`config.mk`:
```
export PLATFORM = sky130hd
export DESIGN_NAME = fetch_ctrl
export DESIGN_NICKNAME = d
export VERILOG_FILES = /design/src/rtl/fetch_ctrl.sv
export SDC_FILE = /design/constraint.sdc
export NUM_CORES = 1
export LEC_CHECK = 0
export BUFFER_PORTS_ARGS = -buffer_cell sky130_fd_sc_hd__buf_2
export CAP_MARGIN = 20
export CELL_PAD_IN_SITES_DETAIL_PLACEMENT = 2
export CELL_PAD_IN_SITES_GLOBAL_PLACEMENT = 2
export CORE_MARGIN = 10
export CORE_UTILIZATION = 26
export CTS_CLUSTER_DIAMETER = 40
export DETAILED_ROUTE_END_ITERATION = 8
export MAX_ROUTING_LAYER = met4
export PLACE_DENSITY = 0.9
export SYNTH_ARGS = -nofsm -noshare
export SYNTH_HDL_FRONTEND = slang
export SYNTH_SLANG_ARGS = --single-unit
```
`constraint.sdc`:
```
create_clock -name clk -period 1.85 [get_ports clk]
set_input_delay 0.2775 -clock clk [delete_from_list [all_inputs] [get_ports clk]]
set_output_delay 0.2775 -clock clk [all_outputs]
set_load 0.01 [all_outputs]
```
`src/rtl/fetch_ctrl.sv`:
```
// Instruction-fetch sequencer: fetches one 16-bit word per step, decodes JMP/JZ/HALT and drives the PC controls.
// Optional fetch watchdog enabled with `define FETCH_TIMEOUT_EN (TIMEOUT cycles without mem_rdy -> fault).
module fetch_ctrl #(
    parameter int TIMEOUT = 15
) (
    input  logic        clk,
    input  logic        rst_n,
    input  logic        i_start,
    input  logic [15:0] i_pc_in,
    output logic [15:0] o_mem_addr,
    output logic        o_mem_rd,
    input  logic        i_mem_rdy,
    input  logic [15:0] i_mem_data,
    input  logic        i_zero_flag,
    output logic        o_en_in,
    output logic [1:0]  o_pc_ctrl,
    output logic [7:0]  o_offset_addr,
    output logic [15:0] o_ir_out,
    output logic        o_ir_valid,
    input  logic        i_ir_ack,
    output logic        o_halted,
    output logic        o_fetch_err
);

    typedef enum logic [2:0] {
        S_IDLE,
        S_FETCH,
        S_DECODE,
        S_ISSUE,
        S_HALT
    } state_t;

    localparam logic [1:0] PC_HOLD = 2'b00;
    localparam logic [1:0] PC_INC  = 2'b01;
    localparam logic [1:0] PC_LOAD = 2'b11;

    if (TIMEOUT < 1 || TIMEOUT > 255) begin : g_bad_timeout
        $error("fetch_ctrl: TIMEOUT must be in 1..255");
    end

    state_t      r_state;
    state_t      w_state_next;
    logic [15:0] r_ir;
    logic [7:0]  r_offset;
    logic        r_halted;
    logic        w_en_in;
    logic [1:0]  w_pc_ctrl;
    logic        w_fault;

    logic [4:0]  w_opcode;
    logic        w_is_jmp;
    logic        w_is_jz;
    logic        w_is_halt;
    logic        w_take;

    assign w_opcode  = r_ir[15:11];
    assign w_is_jmp  = (w_opcode == 5'b11000);
    assign w_is_jz   = (w_opcode == 5'b11001);
    assign w_is_halt = (w_opcode == 5'b00001);
    assign w_take    = w_is_jmp | (w_is_jz & i_zero_flag);

`ifdef FETCH_TIMEOUT_EN
    localparam logic [7:0] LP_TIMEOUT = 8'(TIMEOUT);
    logic [7:0] r_cnt;
    logic       r_fetch_err;

    // mem_rdy arriving in the same cycle as the limit still captures normally
    assign w_fault     = (r_state == S_FETCH) && !i_mem_rdy && (r_cnt == LP_TIMEOUT);
    assign o_fetch_err = r_fetch_err;

    always_ff @(posedge clk or negedge rst_n) begin
        if (!rst_n) begin
            r_cnt       <= 8'h00;
            r_fetch_err <= 1'b0;
        end else begin
            if (r_state != S_FETCH) begin
                r_cnt <= 8'h00;
            end else if (!i_mem_rdy) begin
                r_cnt <= r_cnt + 8'h01;
            end
            if (w_fault) begin
                r_fetch_err <= 1'b1;
            end
        end
    end
`else
    assign w_fault     = 1'b0;
    assign o_fetch_err = 1'b0;
`endif

    always_comb begin
        w_state_next = r_state;
        w_en_in      = 1'b0;
        w_pc_ctrl    = PC_HOLD;
        case (r_state)
            S_IDLE: begin
                if (i_start) w_state_next = S_FETCH;
            end
            S_FETCH: begin
                if (i_mem_rdy)    w_state_next = S_DECODE;
                else if (w_fault) w_state_next = S_HALT;
            end
            S_DECODE: begin
                if (w_is_halt) begin
                    w_state_next = S_HALT;
                end else if (w_take) begin
                    w_en_in      = 1'b1;
                    w_pc_ctrl    = PC_LOAD;
                    w_state_next = S_FETCH;
                end else begin
                    w_en_in      = 1'b1;
                    w_pc_ctrl    = PC_INC;
                    w_state_next = w_is_jz ? S_FETCH : S_ISSUE;
                end
            end
            S_ISSUE: begin
                if (i_ir_ack) w_state_next = S_FETCH;
            end
            S_HALT: begin
                w_state_next = S_HALT;
            end
            default: begin
                w_state_next = S_IDLE;
            end
        endcase
    end

    always_ff @(posedge clk or negedge rst_n) begin
        if (!rst_n) begin
            r_state  <= S_IDLE;
            r_ir     <= 16'h0000;
            r_offset <= 8'h00;
            r_halted <= 1'b0;
        end else begin
            r_state <= w_state_next;
            if (r_state == S_FETCH && i_mem_rdy) begin
                r_ir <= i_mem_data;
            end
            if (r_state == S_DECODE && !w_is_halt && w_take) begin
                r_offset <= r_ir[7:0];
            end
            if (w_state_next == S_HALT) begin
                r_halted <= 1'b1;
            end
        end
    end

    // The load target is visible in the same cycle as the load strobe, then held
    assign o_offset_addr = (w_pc_ctrl == PC_LOAD) ? r_ir[7:0] : r_offset;
    assign o_mem_addr    = i_pc_in;
    assign o_mem_rd      = (r_state == S_FETCH);
    assign o_en_in       = w_en_in;
    assign o_pc_ctrl     = w_pc_ctrl;
    assign o_ir_out      = r_ir;
    assign o_ir_valid    = (r_state == S_ISSUE);
    assign o_halted      = r_halted;

endmodule

```
==> results.yml, run 1 <==
run_status:
  status: "complete, but fails checks"
  violations: "setup timing"
timing:
  hold_viol: 0
  period_share: 1.100
  max_freq_mhz: 491.2
  clock-skew-final_ns: 0.005884
  slew_viol_final: 0
  rsz0062_at_grt: "true"
  tightest_slew_ns: 0.6711
  final.min_clock_period_ns: 2.036
  setup_violations: 9
  layout_setup_ws_ns: -0.1859
  max_slew_margin: 0.5526
cts:
  path_clk_slew_ns: 0.11
  postCtsHoldBufs: 0
  max-clock-path-buffers: 2
  htree_levels: 1
  cts_sinks: 28
  cts-root-buf: "clkbuf_8"
  cts_made_buffers: 3
  clk_latency_ns: 0.28
  cts_tree: "built"
routing:
  top_layer_used: "met4"
  wl_microns: 4025
  first_pass_iters: 2
  wl_met2_microns: 2227
  ant_nets: 0
  wl_met1_microns: 1441
  num_vias: 968
  wl_per_cell_microns: 18.13
  drc: 0
  viasPerCell: 4.360
  drt_iter0_drc: 16
  wl_met3_microns: 341
placed_design:
  globalplace.congestion: 0.6857
  portBuffers: 51
  hpwl_microns: 2979
  place_area_sq_um: 1702
final_layout:
  final_util: 0.3425
  final_cell_area_sq_um: 1863
  n_antenna_cell: 0
  final_nets: 189
  drive_gt1_frac: 0.7067
  area_growth_pct: 29.03
synth:
  synth.distinct_cells: 23
  synth_top_area_share: 0.4853
  synthArstFlopShare: 1.000
  syn_inst: 105
  syn_nets: 143
  ys.flop_type: "dfrtp_1"
  synth_edf_count: 0
  avgSynthCellArea_sq_um: 13.75
  yosys-top-cells-area: "dfrtp_1, mux2_2, buf_4"
  synth_common_cells: "dfrtp_1, mux2_2, buf_4"
  yosysWarnings: 0
  synth.most_common_cell: "dfrtp_1"
  yosysSeqAreaShare: 0.4853
  ys_ff_latch: 28
  synth_area_sq_um: 1444
  yosys.area.top_type: "dfrtp_1"
floorplan:
  die-area_sq_um: 8934
  io-pin-count: 85
  rows: 27
  initial_core_util: 0.2655
  die_x_microns: 94.52
  core_sq_um: 5439
  fp.dieH_microns: 94.52
pwr:
  p_switching_w: 0.001009
  clkPwrFrac: 0.171
  p_comb_frac: 0.460
  swShare: 0.3463
  total_leakage_power_nw: 0.9307
  p_int_w: 0.001905
  seqPwrFrac: 0.368
  powerDensity_nw_per_um2: 1564
  vdd_drop_max_mv: 0.4039
setup_path:
  max_stage_delay_ns: 0.43
  path_class: "reg2out"
  end_kind: "output pin"
  r2r_setup_slack_ns: 0.20
  crit_fanout: 13
  rr_startpoint: "r_state[2]"
  r2r_end: "o_ir_out[7]"
  crit_chain: "nor3b_4 -> o2111ai_4 -> buf_12 -> mux2_4 -> buf_6"
  cp.arrival_ns: 1.76
  cp.required_ns: 1.57
  slowest_stage: "dfrtp_1"
  startpoint_type: "flip-flop"
  rr_worst_depth: 5
global_routing:
  grt_max_degree: 29
  grt_pass1_wl_microns: 6403
  grt_pass1_vias: 1204
  grt_remaining_overflow: 0
  grtUsageTotal: 0.09237
  antenna_found_initial: 0
worst_hold_path:
  hold_path_class: "in2async"
job:
  max_cap_violations: 0
==> area by class of cell <==
type                    instances  area (sq um)
multi-input cells              53         570.5
repair buffers                 62         419.2
clock inverters                 1         30.03
inverters                       3         11.26
well taps                      72         90.09
flip-flops and latches         28         700.7
fillers                       583          3576
clock buffers                   3         41.29
==> worst max-delay path by stage <==
stage,startpoint,slack (ns),endpoint,cells after the start
floorplan,r_state[0],0.12,o_offset_addr[0],4
global placement,r_state[0],0.10,o_offset_addr[1],5
detailed placement,r_state[0],0.1,o_offset_addr[3],5
CTS,r_state[2],-0.21,o_offset_addr[4],5
global route,r_state[0],-0.26,o_offset_addr[4],5
finish,r_state[0],-0.19,o_offset_addr[6],5
==> stage by stage <==
| step | hold slack, ns | setup TNS [ns] | std cells | total power [W] | setup WS (ns) |
|---|---|---|---|---|---|
| 2_1_floorplan | -0.01809 | 0 | 105 | 0.001834 | 0.1228 |
| 3_3_place_gp | 0.3381 | 0 | 214 | 0.002293 | 0.1031 |
| 3_5_place_dp | 0.3558 | 0 | 214 | 0.002361 | 0.09626 |
| 4_1_cts | 0.04145 | -1.675 | 220 | 0.002910 | -0.2054 |
| 5_1_grt | 0.05307 | -2.109 | 222 | 0.003154 | -0.2614 |
| 6_report | 0.02193 | -1.472 | 222 | 0.002914 | -0.1859 |
==> worst max-delay path, delay by kind of cell, from the launching register on <==
kind	cells	cell delay, ns
flip-flops	1	0.43
buffers and inverters	2	0.32
multiplexers	1	0.31
AND/OR/NAND/NOR	1	0.28
AO/OA/AOI/OAI	1	0.15
==> cell families after synthesis <==
kind of cell,count (synthesis),synth area share
buf+inv,24,0.1222
mux,32,0.2730
simple gates,14,0.06586
flops,28,0.4853
other cells,1,0.002597
compound gates,6,0.05113
==> power groups by stage <==
| stage | sequential [W] | clock [W] | combinational, W |
|---|---|---|---|
| floorplan | 0.00115 | 0 | 0.000683 |
| global placement | 0.00106 | 0 | 0.00123 |
| detailed placement | 0.00109 | 0 | 0.00127 |
| CTS | 0.00108 | 0.000511 | 0.00132 |
| global route | 0.00113 | 0.000550 | 0.00148 |
| finish | 0.00107 | 0.000499 | 0.00134 |
==> metal layers <==
layer	vias to the layer above	global-route usage
li1	438	-
met1	491	0.09239
met2	33	0.1688
met3	6	0.03489
met4	0	0.01621
met5	-	-
==> cell usage in the layout (no fill, tap or decap) <==
master / instances
buf_2: 42
dfrtp_1: 28
mux2_2: 23
mux2_4: 9
buf_6: 9
buf_4: 9
clkbuf_8: 3
nor2_1: 2
inv_1: 2
nor2b_1: 2
and2_1: 2
buf_12: 2
and3b_2: 1
nor2_2: 1
nand3_1: 1
nor3b_4: 1
and2_4: 1
nor3b_1: 1
and3_1: 1
a211oi_1: 1
a311oi_1: 1
a22o_2: 1
o2111ai_4: 1
inv_2: 1
nand2_1: 1
a311o_1: 1
a221o_2: 1
conb_1: 1
bufinv_16: 1
==> state kept, by name, summed over array words and instances (netlist names) <==
register	flops
o_ir_out	16
r_offset	8
r_state	3
o_halted	1
==> timing repair <==
action	4_1_cts	5_1_grt
pin swaps	1	2
setup endpoints to repair	8	11
buffers inserted	2	2
resized for setup	6	6
Note: power is estimated with default switching activity, not from simulation.
==> run 2: changes to the inputs <==
BUFFER_PORTS_ARGS = -buffer_cell sky130_fd_sc_hd__buf_4   (was -buffer_cell sky130_fd_sc_hd__buf_2)
==> results.yml, run 2 (synthesis gave the netlist of run 1 again) <==
floorplan:
  core_sq_um: 5439
  die_x_microns: 94.52
  rows: 27
  die-area_sq_um: 8934
  initial_core_util: 0.2655
  io-pin-count: 85
  fp.dieH_microns: 94.52
final_layout:
  drive_gt1_frac: 0.7020
  final_cells: 223
  n_antenna_cell: 0
  area_growth_pct: 37.00
  final_util: 0.3637
  largest_reg_flops: 16
  final_nets: 190
  final_cell_area_sq_um: 1978
  final_cell_mix: "buf_4, dfrtp_1, mux2_2"
  final_common_cell: "buf_4"
cts:
  cts-root-buf: "clkbuf_8"
  cts_sinks: 28
  htree_levels: 1
  max-clock-path-buffers: 2
  cts_tree: "built"
  path_clk_slew_ns: 0.10
  cts_made_buffers: 3
  clk_latency_ns: 0.27
routing:
  drt_iter0_drc: 9
  drc: 0
  ant_nets: 0
  wl_microns: 3928
  wl_per_cell_microns: 17.61
  first_pass_iters: 2
  viasPerCell: 4.314
  num_vias: 962
worst_hold_path:
  hold_path_class: "in2reg"
setup_path:
  crit_chain: "nor3b_4 -> o2111ai_4 -> buf_12 -> mux2_4 -> buf_6"
  path_class: "reg2out"
  startpoint_type: "flip-flop"
  slowest_stage: "dfrtp_1"
  max_stage_delay_ns: 0.42
  end_kind: "output pin"
  cp.arrival_ns: 1.72
  path_buf_inv: 2
  cp.required_ns: 1.57
  crit_fanout: 14
  cp_top_family: "flip-flops"
global_routing:
  grt_remaining_overflow: 0
  antenna_found_initial: 0
  grt_pass1_vias: 1130
  grt_pass1_wl_microns: 6237
  grtUsageTotal: 0.09091
  grt_max_degree: 29
placed_design:
  portBuffers: 51
  globalplace.congestion: 0.7176
  placed_cells: 214
  hpwl_microns: 3022
  place_area_sq_um: 1829
timing:
  slew_viol_final: 0
  timing.hold.ws_ns: 0.2270
  period_share: 1.080
  max_freq_mhz: 500.4
  layout_setup_ws_ns: -0.1484
  setup_violations: 9
  final.min_clock_period_ns: 1.998
  rsz0062_at_grt: "true"
  clock-skew-final_ns: 0.007286
  hold_viol: 0
pwr:
  total_leakage_power_nw: 0.9717
  vdd_drop_max_mv: 0.5410
  powerDensity_nw_per_um2: 1527
  total_power_w: 0.003020
run_status:
  status: "complete, but fails checks"
  violations: "setup timing"
job:
  max_cap_violations: 0
## run 2: cell count changes in the layout (fill, tap and decap cells not counted)
cell           before  now
nor3b_2             0    1
nor3b_1             1    0
buf_2              42    0
and2_2              0    1
buf_4               9   52
buf_6               9    8
dlygate4sd3_1       0    1
and2_4              1    0
inv_2               1    0
inv_1               2    3
## run 2: power by group
part	total (W)	internal (W)	switching (W)
logic	0.00145	0.000868	0.000585
clock network	0.000482	0.000290	0.000193
registers	0.00109	0.000869	0.000216
total	0.00302	0.00203	0.000994
## run 2: through the flow
| stage | TNS, ns | setup WS, ns |
|---|---|---|
| 2_1_floorplan | 0 | 0.1228 |
| 3_3_place_gp | 0 | 0.09406 |
| 3_5_place_dp | 0 | 0.09489 |
| 4_1_cts | -1.655 | -0.2024 |
| 5_1_grt | -2.391 | -0.2807 |
| 6_report | -1.161 | -0.1484 |
## run 2: what timing repair did
item / 4_1_cts / 5_1_grt
setup endpoints to repair: 8 / 27
endpoints found under the hold margin: 28 / 0
hold buffers: 1 / 0
pin swaps: 1 / 2
buffers inserted: 4 / 0
resized for setup: 8 / 2
## run 2: worst paths after layout
check,startpoint,to,slack [ns],cells past startpoint
min,i_mem_data[7],o_ir_out[7],0.23,2
max,r_state[0],o_offset_addr[7],-0.15,5
max reg2reg,r_state[2],o_ir_out[3],0.15,6
min reg2reg,o_halted,o_halted,0.52,1
min in group asynchronous,rst_n,o_ir_out[6],0.46,2
max in group asynchronous,rst_n,r_offset[4],1.10,2
## run 2: cell type report
class                   instances  area (sq um)
clock buffers                   3         41.29
clock inverters                 1         30.03
fillers                       571          3461
inverters                       3         11.26
multi-input cells              53         574.3
flip-flops and latches         28         700.7
well taps                      72         90.09
repair buffers                 63         530.5
## run 2: per-layer routing
layer	share of wire	vias to the layer above	GRT usage
met4	0.0036	0	0.01621
met2	0.53	35	0.1596
met1	0.38	486	0.09720
met3	0.085	6	0.03251
met5	0	-	-
li1	-	435	-
## run 2: worst reg2reg max path, delay by kind of cell, from the launching register on
family	cells	cell delay, ns
buf+inv	3	0.46
mux	1	0.35
simple gates	2	0.37
flops	1	0.42
